`src/rtl/idma_tilelink_write_splitter_pkg.sv`:
```
// rtl/idma_tilelink_write_splitter_pkg.sv - shared iDMA TileLink types and constants
// Struct layouts describe the default configuration; the top packs its flat ports in the same field order.
package idma_tilelink_write_splitter_pkg;

  localparam int unsigned DefAddrWidth   = 32;
  localparam int unsigned DefStrbWidth   = 16;
  localparam int unsigned DefSourceWidth = 4;
  localparam int unsigned DefOffsetWidth = $clog2(DefStrbWidth);

  localparam int unsigned SizeWidth = 4;
  localparam int unsigned OpcodeWidth = 3;
  localparam int unsigned ParamWidth = 3;

  localparam logic [OpcodeWidth-1:0] TlPutPartialData = 3'd1;

  typedef enum logic {
    IDLE  = 1'b0,
    SPLIT = 1'b1
  } split_state_e;

  typedef struct packed {
    logic [DefAddrWidth-1:0] addr;
    logic [DefAddrWidth-1:0] len;
  } req_t;

  typedef struct packed {
    logic [DefAddrWidth-1:0]   address;
    logic [SizeWidth-1:0]      size;
    logic [DefSourceWidth-1:0] source;
    logic [OpcodeWidth-1:0]    opcode;
    logic [ParamWidth-1:0]     param;
    logic                      last;
  } meta_t;

  typedef struct packed {
    logic [DefOffsetWidth-1:0] offset;
    logic [DefOffsetWidth-1:0] tailer;
    logic                      is_single;
  } w_dp_req_t;

endpackage

```
`src/rtl/idma_tilelink_write_splitter_chunk.sv`:
```
// rtl/idma_tilelink_write_splitter_chunk.sv - combinational chunk sizing for one TileLink burst
// Picks the largest power-of-two beat count bounded by remaining data, base alignment and max burst.
module idma_tilelink_chunk_calc
  import idma_tilelink_write_splitter_pkg::*;
#(
  parameter int unsigned AddrWidth   = 32,
  parameter int unsigned StrbWidth   = 16,
  parameter int unsigned BurstLength = 64
) (
  input  logic [AddrWidth-1:0] cursor_i,
  input  logic [AddrWidth-1:0] end_i,
  output logic [AddrWidth-1:0] base_o,
  output logic [AddrWidth-1:0] next_o,
  output logic [SizeWidth-1:0] size_o,
  output logic                 last_o,
  output logic                 is_single_o
);

  localparam int unsigned OffW        = $clog2(StrbWidth);
  localparam int          MaxBeatsLog = $clog2(BurstLength / StrbWidth);

  logic [AddrWidth-1:0] strb_mask;
  logic [AddrWidth-1:0] beats;
  logic [AddrWidth-1:0] beat_idx;
  logic [SizeWidth-1:0] beats_log;

  assign strb_mask = AddrWidth'(StrbWidth - 1);
  assign base_o    = cursor_i & ~strb_mask;
  assign beats     = (end_i - base_o + strb_mask) >> OffW;
  assign beat_idx  = base_o >> OffW;

  // Both limits are monotone in i, so the last passing exponent is the answer.
  always_comb begin
    beats_log = '0;
    for (int i = 1; i <= MaxBeatsLog; i++) begin
      if ((beats >= (AddrWidth'(1) << i)) &&
          ((beat_idx & ((AddrWidth'(1) << i) - AddrWidth'(1))) == '0)) begin
        beats_log = SizeWidth'(i);
      end
    end
  end

  assign size_o      = beats_log + SizeWidth'(OffW);
  assign next_o      = base_o + (AddrWidth'(1) << size_o);
  assign last_o      = (next_o >= end_i);
  assign is_single_o = (beats_log == '0);

endmodule

```
`src/rtl/idma_tilelink_write_splitter.sv`:
```
// rtl/idma_tilelink_write_splitter.sv - splits byte-granular writes into TileLink PutPartialData bursts
// Each burst is forked to the A-channel header and the write-stage beat-mask descriptor.
module idma_tilelink_write_splitter
  import idma_tilelink_write_splitter_pkg::*;
#(
  parameter int unsigned AddrWidth   = 32,
  parameter int unsigned StrbWidth   = 16,
  parameter int unsigned BurstLength = 64,
  parameter int unsigned SourceWidth = 4
) (
  input  logic                                           clk_i,
  input  logic                                           rst_ni,
  input  logic [2*AddrWidth-1:0]                         req_i,
  input  logic                                           req_valid_i,
  output logic                                           req_ready_o,
  output logic [AddrWidth+SizeWidth+SourceWidth+6:0]     meta_o,
  output logic                                           meta_valid_o,
  input  logic                                           meta_ready_i,
  output logic [2*$clog2(StrbWidth):0]                   w_dp_req_o,
  output logic                                           w_dp_valid_o,
  input  logic                                           w_dp_ready_i
);

  localparam int unsigned OffW = $clog2(StrbWidth);

  split_state_e          state_q, state_d;
  logic [AddrWidth-1:0]  cursor_q, cursor_d;
  logic [AddrWidth-1:0]  end_q, end_d;
  logic                  first_q, first_d;
  logic [SourceWidth-1:0] source_q, source_d;
  logic                  meta_done_q, meta_done_d;
  logic                  wdp_done_q, wdp_done_d;

  logic [AddrWidth-1:0]  req_addr, req_len;
  logic [AddrWidth-1:0]  chunk_base, chunk_next;
  logic [SizeWidth-1:0]  chunk_size;
  logic                  chunk_last, chunk_single;
  logic                  meta_fin, wdp_fin;
  logic [OffW-1:0]       offset, tailer;

  assign req_addr = req_i[2*AddrWidth-1:AddrWidth];
  assign req_len  = req_i[AddrWidth-1:0];

  idma_tilelink_chunk_calc #(
    .AddrWidth  (AddrWidth),
    .StrbWidth  (StrbWidth),
    .BurstLength(BurstLength)
  ) i_chunk_calc (
    .cursor_i   (cursor_q),
    .end_i      (end_q),
    .base_o     (chunk_base),
    .next_o     (chunk_next),
    .size_o     (chunk_size),
    .last_o     (chunk_last),
    .is_single_o(chunk_single)
  );

  always_comb begin
    state_d      = state_q;
    cursor_d     = cursor_q;
    end_d        = end_q;
    first_d      = first_q;
    source_d     = source_q;
    meta_done_d  = meta_done_q;
    wdp_done_d   = wdp_done_q;
    req_ready_o  = 1'b0;
    meta_valid_o = 1'b0;
    w_dp_valid_o = 1'b0;
    meta_fin     = 1'b0;
    wdp_fin      = 1'b0;
    case (state_q)
      IDLE: begin
        req_ready_o = 1'b1;
        // Zero-length requests are consumed here and never reach SPLIT.
        if (req_valid_i && (req_len != '0)) begin
          cursor_d = req_addr;
          end_d    = req_addr + req_len;
          first_d  = 1'b1;
          state_d  = SPLIT;
        end
      end
      SPLIT: begin
        meta_valid_o = !meta_done_q;
        w_dp_valid_o = !wdp_done_q;
        meta_fin     = meta_done_q | meta_ready_i;
        wdp_fin      = wdp_done_q | w_dp_ready_i;
        if (meta_fin && wdp_fin) begin
          cursor_d    = chunk_next;
          first_d     = 1'b0;
          source_d    = source_q + SourceWidth'(1);
          meta_done_d = 1'b0;
          wdp_done_d  = 1'b0;
          if (chunk_last) begin
            state_d = IDLE;
          end
        end else begin
          meta_done_d = meta_fin;
          wdp_done_d  = wdp_fin;
        end
      end
      default: state_d = IDLE;
    endcase
  end

  always_ff @(posedge clk_i or negedge rst_ni) begin
    if (!rst_ni) begin
      state_q     <= IDLE;
      cursor_q    <= '0;
      end_q       <= '0;
      first_q     <= 1'b0;
      source_q    <= '0;
      meta_done_q <= 1'b0;
      wdp_done_q  <= 1'b0;
    end else begin
      state_q     <= state_d;
      cursor_q    <= cursor_d;
      end_q       <= end_d;
      first_q     <= first_d;
      source_q    <= source_d;
      meta_done_q <= meta_done_d;
      wdp_done_q  <= wdp_done_d;
    end
  end

  assign offset = first_q ? cursor_q[OffW-1:0] : '0;
  assign tailer = chunk_last ? end_q[OffW-1:0] : '0;

  assign meta_o     = {chunk_base, chunk_size, source_q, TlPutPartialData,
                       {ParamWidth{1'b0}}, chunk_last};
  assign w_dp_req_o = {offset, tailer, chunk_single};

endmodule

```
`config.mk`:
```
export PLATFORM = sky130hd
export DESIGN_NAME = idma_tilelink_write_splitter
export DESIGN_NICKNAME = d
export VERILOG_FILES = /design/src/rtl/idma_tilelink_write_splitter_pkg.sv /design/src/rtl/idma_tilelink_write_splitter_chunk.sv /design/src/rtl/idma_tilelink_write_splitter.sv
export SDC_FILE = /design/constraint.sdc
export NUM_CORES = 1
export LEC_CHECK = 0
export CORE_ASPECT_RATIO = 0.8
export CORE_MARGIN = 8
export CORE_UTILIZATION = 25
export DETAILED_ROUTE_END_ITERATION = 7
export SLEW_MARGIN = 20
export SYNTH_ARGS = -nofsm -noshare
export SYNTH_HDL_FRONTEND = slang
export SYNTH_SLANG_ARGS = --single-unit
```
`constraint.sdc`:
```
create_clock -name clk_i -period 17.9 [get_ports clk_i]
set_input_delay 5.37 -clock clk_i [delete_from_list [all_inputs] [get_ports clk_i]]
set_output_delay 5.37 -clock clk_i [all_outputs]
set_load 0.02 [all_outputs]
```
==> summary.txt <==
Place
  – HPWL Detailed: roughly 23 mm
  – Routability cong.: between 0.8 and 0.9
  – Dpl cells: approximately 1.5k
  – Area after DPL: 0.00974 mm2
  – Port Buffers: ~120
  – Pre-CTS setup slack: 3.93 ns

Power
  – Power Dens Cells: 218 mW/mm2
  – Peak supply drop: 0.0713 mV
  – P_leak: around 4.5 nW

Routing
  – First DRT Iteration DRCs: 510
  – WL final: approximately 28 mm
  – Vias per std cell: roughly 5
  – Via count: just under 8k
  – Routed len/inst: roughly 18 um
  – Initial DRT Pass Iterations: 5
  – Post-route ant nets: 0
  – Post-route DRC: 0

Synth
  – Top cells by area, synth: dfrtp_1, ha_1, xnor2_1
  – Adder-cell share of the synthesized area: 18.4%
  – Synth top area share: around 21%
  – Synthesized area per cell: about 8.0 um2
  – Synth unique cells: 80
  – Post-synth EDFFs: 0
  – Cell count after synthesis: 1050
  – #FFs+latches synth: between 70 and 80
  – Mux cell area share after synthesis: 2.42%
  – Post-synthesis compound-gate area fraction: a little over a fifth
  – Count leader, synth: ha_1
  – Largest family of logic cells by synthesized area: compound AO/OA/AOI/OAI gates
  – YS warnings: 0
  – Post-synthesis async set-or-reset flop share: between 90% and 100%
  – Synth Area in XOR/XNOR: 7.52%
  – Largest area contributor in the netlist: dfrtp_1
  – Sequential fraction of the synthesis area: a little over a fifth
  – Post-Syn Area: about 0.0084 mm2
  – Top cells by count, synth: ha_1, nand2_1, o21ai_0
  – Main synth FF type: dfrtp_1
  – Simple-Gate Fraction of Synth Area: 19.7%

Global route
  – Pin count of the biggest net entering global routing: between 60 and 70
  – Gr ovfl total: 0
  – All-Layer GR Usage: 14.0%
  – First-pass GRT wire length: around 44 mm
  – Initial antenna violation count: 0
  – Vias in the first global route: 7859

Setup path
  – Slowest cell on crit path: clkdlybuf4s50_1
  – FF-to-FF path depth: 35
  – Flop2flop setup slack: 9.61 ns
  – CP max FO: 7
  – CP Class: flip-flop to output pin
  – CP Capture Type: output pin
  – Worst Path Arrival: around 9.0 ns
  – CP Launch Type: flip-flop
  – Data required, critical path: 12.53 ns
  – Worst path max stage delay: 0.56 ns
  – Worst r2r src: cursor_q[5]
  – Reg-to-Reg End: state_q

Timing
  – Max_slew headroom: between 40% and 50%
  – Post-route minimum period: about 14 ns
  – Count of final setup violators: 0
  – Skew final: between 0.01 and 0.015 ns
  – Hold Vio Cnt, Final: 0
  – Worst-margin pin slew: about 0.89 ns
  – Fin crit share: 80.1%
  – Max Fclk: about 70 MHz
  – RSZ-0062 raised after global routing: false
  – Setup TNS Final: 0 ns
  – Fin worst setup slack: 3.56 ns
  – Slew Viols, Final: 0

CTS
  – Clock transition at path regs: 0.06 ns
  – CTS tree: yes
  – Root Driver: clkbuf_16
  – # clock sinks: 72
  – Hold_buf cts: 0
  – Postcts setup bufs: 0
  – Clock latency on the worst-skew pair: roughly 0.35 ns
  – CTS buffer count: 9
  – CTS H-tree lvls: 3
  – Resized cells post-CTS: 0
  – CTS Buffer Depth: 2

Job
  – Maxcap violations: 0

Die
  – Die Width: about 220 um
  – Core Footprint: 0.0333 mm2
  – Die ar.: between 0.03 and 0.04 mm2
  – Row cnt: 60
  – Num ports: around 130
  – Die Y: 180 um
  – Starting Density: between 20% and 30%

Cells and area
  – Non-filler cells in the finished layout: between 1.5k and 2k
  – Layout cell share with drive strength beyond 1: under 10%
  – Nets: 1313
  – Synthesis-to-finish area growth: 20.2%
  – Util after Layout: between 30% and 40%
  – Final Cell Area: just over 0.01 mm2
  – Antenna cell count: 0

Run status
  – Outcome: complete, no violations

Worst hold path
  – Hold Path Class: flip-flop to flip-flop
  – WHS Path Cells: 2
  – Hold EP: cursor_q[0]
  – Hold_sp: cursor_q[0]
critical path, delay by kind of cell (launching register included):
family	cells	cell delay, ns
AOI/OAI and AO/OA	15	3.14
and+or+nand+nor	13	2.69
adders and majority gates	4	1.30
buffers and inverters	3	0.76
DFF	1	0.52
xor gates and xnor gates	1	0.21
how the worst max path moves through the flow:
stage,to,cells past startpoint,from
global route,w_dp_req_o[1],36,cursor_q[5]
finish,w_dp_req_o[1],36,cursor_q[5]
CTS,w_dp_req_o[1],36,cursor_q[5]
detailed placement,w_dp_req_o[1],37,cursor_q[5]
floorplan,meta_o[0],37,cursor_q[8]
global placement,w_dp_req_o[1],37,cursor_q[5]
registers in the layout, indices dropped and copies added, names as in the netlist:
register and count:
source_q 4, wdp_done_q 1, first_q 1, cursor_q 32
end_q 32, meta_done_q 1, state_q 1
metal layers:
metal	vias to the layer above	GRT usage, %	wire length [um]
met2	200	22.7	12800
met5	-	0	0
met3	34	2.35	1400
met4	0	4.56	693
li1	3853	-	-
met1	3703	18.6	12800
cell families (layout without fill, tap and decap cells):
logic type	count (synthesis)	in the layout
fa+ha+maj	122	122
xor+xnor	72	72
buf+inv	150	216
other cells	2	13
flops	72	72
compound gates	284	284
simple gates	328	328
mux	20	20
stage by stage:
stage          hold WS, ns  total power [mW]
5_1_grt              0.507              2.41
6_report             0.477              2.20
3_3_place_gp         0.461              1.97
3_5_place_dp         0.470              1.98
2_1_floorplan        0.441              1.53
4_1_cts              0.485              2.20
cell type report:
class	instances	area, um2
clock inverter	7	120
timing repair buffer	121	1190
multi-input combinational	839	5900
sequential	72	1800
tap	434	543
clock buffer	9	225
inverter	79	297
fill	3606	23200
cells in the final DEF (no fill, tap or decap), types with 7 or more instances in the layout:
cell type	count
a211oi_1	7
a21o_1	33
a21oi_1	78
a31oi_1	8
and2_1	12
buf_4	7
clkbuf_16	9
clkdlybuf4s50_1	114
conb_1	13
dfrtp_1	71
ha_1	120
inv_1	78
mux2i_1	18
nand2_1	110
nand2b_1	8
nand3_1	27
nand4_1	21
nor2_1	63
nor2b_1	11
nor3_1	18
nor4_1	14
o21a_1	9
o21ai_0	79
o22ai_1	9
or3_1	7
xnor2_1	53
xor2_1	19
report_power, final:
part | internal, mW | total (mW) | switching, mW | leakage, nW
sequential | 0.241 | 0.348 | 0.107 | 0.879
combinational | 0.669 | 1.64 | 0.969 | 3.50
clock | 0.136 | 0.213 | 0.0763 | 0.166
Note: power is estimated with default switching activity, not from simulation.
